`src/rtl/mem_stage.sv`:
```
// Memory stage: holds one op in M, talks to data memory,
// formats loads and hands the result to the W registers.
module mem_stage #(
  parameter int WIDTH = 32
) (
  input  logic             clk,
  input  logic             rst,
  input  logic             valid_E,
  input  logic             regWrite_E,
  input  logic             memWrite_E,
  input  logic             memRead_E,
  input  logic [1:0]       resultSrc_E,
  input  logic [2:0]       funct3_E,
  input  logic [4:0]       Rd_E,
  input  logic [WIDTH-1:0] ALUResult_E,
  input  logic [WIDTH-1:0] writeData_E,
  input  logic [WIDTH-1:0] PCPlus4_E,
  output logic             stall_M,
  output logic             mem_req,
  output logic             mem_we,
  output logic [WIDTH-1:0] mem_addr,
  output logic [WIDTH-1:0] mem_wdata,
  output logic [3:0]       mem_be,
  input  logic             mem_ack,
  input  logic [WIDTH-1:0] mem_rdata,
  output logic             valid_W,
  output logic             regWrite_W,
  output logic             misalign_W,
  output logic [1:0]       resultSrc_W,
  output logic [4:0]       Rd_W,
  output logic [WIDTH-1:0] ALUResult_W,
  output logic [WIDTH-1:0] readData_W,
  output logic [WIDTH-1:0] PCPlus4_W
);

  typedef enum logic [1:0] {
    EMPTY, PASS, WAIT
  } state_t;

  state_t state_q, state_d;

  logic             m_rw_q, m_mw_q, m_mr_q;
  logic [1:0]       m_rs_q;
  logic [2:0]       m_f3_q;
  logic [4:0]       m_rd_q;
  logic [WIDTH-1:0] m_alu_q, m_wd_q, m_pc4_q;

  logic [1:0]       off;
  logic             m_mem, m_bad, m_load;
  logic             e_mem, e_bad, w_load;
  logic [7:0]       lane_b;
  logic [15:0]      lane_h;
  logic [WIDTH-1:0] rd_fmt;

  // Size/alignment legality; illegal funct3 counts as bad
  function automatic logic bad_acc(
    input logic [2:0] f3,
    input logic [1:0] o
  );
    logic b;
    case (f3)
      3'b000, 3'b100: b = 1'b0;
      3'b001, 3'b101: b = o[0];
      3'b010:         b = (o != 2'b00);
      default:        b = 1'b1;
    endcase
    return b;
  endfunction

  assign off    = m_alu_q[1:0];
  assign m_mem  = m_mr_q | m_mw_q;
  assign m_bad  = m_mem & bad_acc(m_f3_q, off);
  assign m_load = m_mr_q & ~m_mw_q;
  assign e_mem  = memRead_E | memWrite_E;
  assign e_bad  = e_mem &
                  bad_acc(funct3_E, ALUResult_E[1:0]);

  assign stall_M  = (state_q == WAIT) & ~mem_ack;
  assign w_load   = (state_q == PASS) |
                    ((state_q == WAIT) & mem_ack);
  assign mem_req  = (state_q == WAIT);
  assign mem_we   = mem_req & m_mw_q;
  assign mem_addr = {m_alu_q[WIDTH-1:2], 2'b00};

  // State register
  always_ff @(posedge clk or negedge rst) begin
    if (!rst) state_q <= EMPTY;
    else      state_q <= state_d;
  end

  // Next state: classify the incoming op when not stalled
  always_comb begin
    state_d = state_q;
    if (!stall_M) begin
      if (!valid_E)            state_d = EMPTY;
      else if (e_mem && !e_bad) state_d = WAIT;
      else                     state_d = PASS;
    end
  end

  // M register: load on accept, clear on a bubble
  always_ff @(posedge clk or negedge rst) begin
    if (!rst) begin
      m_rw_q  <= 1'b0;
      m_mw_q  <= 1'b0;
      m_mr_q  <= 1'b0;
      m_rs_q  <= '0;
      m_f3_q  <= '0;
      m_rd_q  <= '0;
      m_alu_q <= '0;
      m_wd_q  <= '0;
      m_pc4_q <= '0;
    end else if (!stall_M) begin
      m_rw_q  <= valid_E & regWrite_E &
                 ~(memRead_E & memWrite_E);
      m_mw_q  <= valid_E & memWrite_E;
      m_mr_q  <= valid_E & memRead_E;
      m_rs_q  <= valid_E ? resultSrc_E : '0;
      m_f3_q  <= valid_E ? funct3_E    : '0;
      m_rd_q  <= valid_E ? Rd_E        : '0;
      m_alu_q <= valid_E ? ALUResult_E : '0;
      m_wd_q  <= valid_E ? writeData_E : '0;
      m_pc4_q <= valid_E ? PCPlus4_E   : '0;
    end
  end

  // Store lanes and replicated write data
  always_comb begin
    mem_be    = 4'b0000;
    mem_wdata = m_wd_q;
    case (m_f3_q[1:0])
      2'b00:   mem_wdata = {4{m_wd_q[7:0]}};
      2'b01:   mem_wdata = {2{m_wd_q[15:0]}};
      default: mem_wdata = m_wd_q;
    endcase
    if (mem_req) begin
      if (!m_mw_q) mem_be = 4'b1111;
      else begin
        case (m_f3_q[1:0])
          2'b00:   mem_be = 4'b0001 << off;
          2'b01:   mem_be = 4'b0011 << off;
          default: mem_be = 4'b1111;
        endcase
      end
    end
  end

  // Load lane select and sign/zero extension
  always_comb begin
    lane_b = mem_rdata[8*off +: 8];
    lane_h = off[1] ? mem_rdata[31:16]
                    : mem_rdata[15:0];
    rd_fmt = '0;
    case (m_f3_q)
      3'b000:  rd_fmt = {{24{lane_b[7]}}, lane_b};
      3'b001:  rd_fmt = {{16{lane_h[15]}}, lane_h};
      3'b010:  rd_fmt = mem_rdata;
      3'b100:  rd_fmt = {24'd0, lane_b};
      3'b101:  rd_fmt = {16'd0, lane_h};
      default: rd_fmt = '0;
    endcase
  end

  // W registers: pulse valid, hold payload otherwise
  always_ff @(posedge clk or negedge rst) begin
    if (!rst) begin
      valid_W     <= 1'b0;
      regWrite_W  <= 1'b0;
      misalign_W  <= 1'b0;
      resultSrc_W <= '0;
      Rd_W        <= '0;
      ALUResult_W <= '0;
      readData_W  <= '0;
      PCPlus4_W   <= '0;
    end else begin
      valid_W <= w_load;
      if (w_load) begin
        regWrite_W  <= m_rw_q & ~m_bad;
        misalign_W  <= m_bad;
        resultSrc_W <= m_rs_q;
        Rd_W        <= m_rd_q;
        ALUResult_W <= m_alu_q;
        readData_W  <= (state_q == WAIT && m_load)
                       ? rd_fmt : '0;
        PCPlus4_W   <= m_pc4_q;
      end
    end
  end

endmodule

```
`config.mk`:
```
export PLATFORM = sky130hd
export DESIGN_NAME = mem_stage
export DESIGN_NICKNAME = d
export VERILOG_FILES = /design/src/rtl/mem_stage.sv
export SDC_FILE = /design/constraint.sdc
export NUM_CORES = 1
export LEC_CHECK = 0
export ABC_AREA = 1
export BUFFER_PORTS_ARGS = -buffer_cell sky130_fd_sc_hd__buf_2
export CAP_MARGIN = 20
export CORE_ASPECT_RATIO = 1.25
export CORE_MARGIN = 5
export CORE_UTILIZATION = 33
export CTS_BUF_LIST = sky130_fd_sc_hd__clkbuf_8
export CTS_CLUSTER_DIAMETER = 40
export DETAILED_ROUTE_END_ITERATION = 8
export PLACE_DENSITY = 0.56
export SETUP_SLACK_MARGIN = 0.15
export SYNTH_ARGS = -nofsm -noshare
export SYNTH_HDL_FRONTEND = slang
export SYNTH_SLANG_ARGS = --single-unit
```
`constraint.sdc`:
```
create_clock -name clk -period 1.9 [get_ports clk]
set_input_delay 0.38 -clock clk [delete_from_list [all_inputs] [get_ports clk]]
set_output_delay 0.38 -clock clk [all_outputs]
set_load 0.1 [all_outputs]
```
==> metrics.txt <==
part of the power in registers 34.7%; P_int 8.73 mW; fillers 2725; Mean Syn Cell Area 8.49 um^2; clock root buffer clkbuf_8; setup ws final -0.328 ns; CTS tree done; routability cong. 0.943; DRC 0; Core Area 28600 um^2; largest net degree at the start of global routing 56; Final setup viols 30; worst skew pair latency 0.55 ns; Leak Pwr 7.50 nW; reg-to-reg endpoint readData_W[1]; first-pass GRT wire length 51.8 mm; IO Count 322; CTS Buf Count 41; Reg2Reg Depth 8; Cell variety after synth 23; initial antenna violation count 7; number of synthesized flops with an enable pin 0; Final min period 2.23 ns; final wirelength 32.9 mm; WP data required 1.52 ns; Clk pwr share 27.4%; Ys Warns 0; FF+latch area 5430 um^2; total chip power 15.5 mW; share of flip-flops with an asynchronous set or reset 100%; Hold EP m_wd_q[6]; GR Overflow Total 0; Fin Clk Skew 0.0277 ns; violated checks setup timing; placement row count 69; area grow syn2layout 48.7%; Via Count 8828; Max Fclk 449 MHz; Syn Std Cell Area 9570 um^2; DRT Pass-1 Iters 5; Chip Height 200 um; worst r2r src m_f3_q[1]; GRT Util Overall 20.0%; Area contributors post-synth dfrtp_1 (57%), nand2_1 (18%), o21ai_0 (6.0%), inv_1 (4.1%), a22o_1 (3.9%); setup TNS -7.23 ns; RSZ-0062 raised after global routing yes; worst setup path category reg -> out; Yosys reg bits 217; Switch Pwr 6.73 mW; nets 1608; top-area cell type share of the netlist area 56.7%; clock edge transition at the registers on the reported setup and hold paths 0.05 ns; CP endpoint kind output pin; final hold slack 0.0456 ns; vias in the first global route 9205; worst rel slew slack 45.9%; outcome complete, but fails checks; hold path cells 3; number of H-tree levels 2; sw frac 43.5%; Vias/cell 4.69; PwrDens 1090 nW/um^2; Num Clock Sinks 217; DP Wirelength 22.9 mm; Critical Path AT 1.85 ns; WL per Instance 17.5 um; power share of the combinational group 37.9%; final critical-path share of the clock period 117%; fin. max-slew vios 0; crit-path max FO 6; FF-to-FF setup slack 0.05 ns; Primary FF master, synth dfrtp_1; layout cells sized above 1 36.0%; list of most frequent post-synthesis cells nand2_1 (466), dfrtp_1 (217), o21ai_0 (114), inv_1 (105), a22o_1 (43); die area 32500 um^2; clock buffer depth 3; PortBufs 319; Peak VDD IR 814 uV; Mapped Cells 1128; Max Cap Viol 0; worst-margin pin slew 0.805 ns; ANT nets after route 0; Synth area leader dfrtp_1; post-synthesis sequential area ratio 56.7%; die width 162 um; Hold Fails Final Rpt 0; min-delay src writeData_E[6]; Starting Density 33.5%; drt first-iter violations 511; HP Class in -> reg; area of the multi-input gates 3800 um^2; top-count cell post-synth nand2_1; Worst Setup Start Kind flip-flop
[layout make-up]
class	count	share of cell area (%)
multi-input combinational	703	26.7
antenna	4	0.0703
sequential	217	38.2
inverter	108	3.15
clock buffer	47	4.54
timing repair buffer	392	23.2
clock inverter	20	0.712
tap	390	3.43
[state kept, by name, indices dropped and copies added, names as in the netlist]
| name | flops |
|---|---|
| m_mw_q | 1 |
| misalign_W | 1 |
| valid_W | 1 |
| m_rs_q | 2 |
| m_rw_q | 1 |
| ALUResult_W | 32 |
| m_pc4_q | 32 |
| m_f3_q | 3 |
| resultSrc_W | 2 |
| regWrite_W | 1 |
| state_q | 2 |
| m_rd_q | 5 |
| m_wd_q | 32 |
| m_alu_q | 32 |
| PCPlus4_W | 32 |
| readData_W | 32 |
| m_mr_q | 1 |
| Rd_W | 5 |
[worst max-delay path, stage by stage (launching register included)]
cell and delay (ns):
dfrtp_2 0.48, nor2_4 0.15, buf_6 0.14, nand2_4 0.05, nand2_2 0.08, nand2_2 0.08, a21oi_4 0.15, buf_12 0.19
[cell families after synthesis]
group / after synthesis / synth area share (%)
other: 1 / 0.0392
and+or+nand+nor: 518 / 21.2
DFF: 217 / 56.7
AOI/OAI and AO/OA: 182 / 11.6
buffers and inverters: 210 / 10.4
[power groups by stage]
stage	Sequential [mW]	Clock [mW]	Combinational, mW
after CTS	5.35	4.42	5.73
after floorplan	7.52	0	1.98
after detailed placement	5.41	0	5.41
after global placement	5.40	0	5.39
final	5.36	4.24	5.86
after global routing	5.42	4.67	6.13
[worst max-delay path by stage]
stage               depth (start not counted)  slack (ns)  startpoint        endpoint
CTS                                         8       -0.34   m_f3_q[0]       mem_be[2]
global placement                            3       -0.02   m_f3_q[1]       mem_be[1]
global route                                7       -0.42   m_f3_q[1]       mem_be[2]
finish                                      7       -0.33   m_f3_q[1]       mem_be[2]
detailed placement                          9       -0.02   m_f3_q[1]  readData_W[17]
floorplan                                   3       -0.38  state_q[0]       mem_be[0]
[stage by stage]
step / instance area (um^2) / std cells / setup slack (ns) / util (%)
after detailed placement: 12300 / 1769 / -0.0246 / 42.9
after global routing: 14200 / 1879 / -0.424 / 49.8
after global placement: 12300 / 1769 / -0.0168 / 42.9
after CTS: 13800 / 1873 / -0.344 / 48.3
final: 14200 / 1881 / -0.328 / 49.8
after floorplan: 9990 / 1129 / -0.380 / -
[cells in the final DEF, fill, tap and decap left out, drive strengths merged]
cell         count
inv            116
nor2            11
o22ai            7
dfrtp          217
dlygate4sd3     12
nand2          470
conb             2
o21ai          115
a21oi            8
clkinv           6
a22o            43
diode            4
o211ai           1
clkinvlp         6
nor3b            1
buf            327
nor3             1
clkbuf         100
nand3           36
o221ai           8
[per-layer routing]
layer,share of wire (%),wire length (um),GRT usage [%]
met1,39,12700,23.9
met2,51,16700,34.3
met3,7.1,2350,5.50
met4,3.4,1120,7.22
met5,0.16,52,0
[repair_timing]
action | in CTS | in global routing
buffers inserted | 22 | 4
gates resized for setup | 147 | 124
endpoints found under the hold margin | 54 | 0
hold buffers | 12 | 0
cloned | 3 | 0
pin swaps | 12 | 20
setup endpoints to repair | 132 | 121
Power figures use the tool's default switching activity.
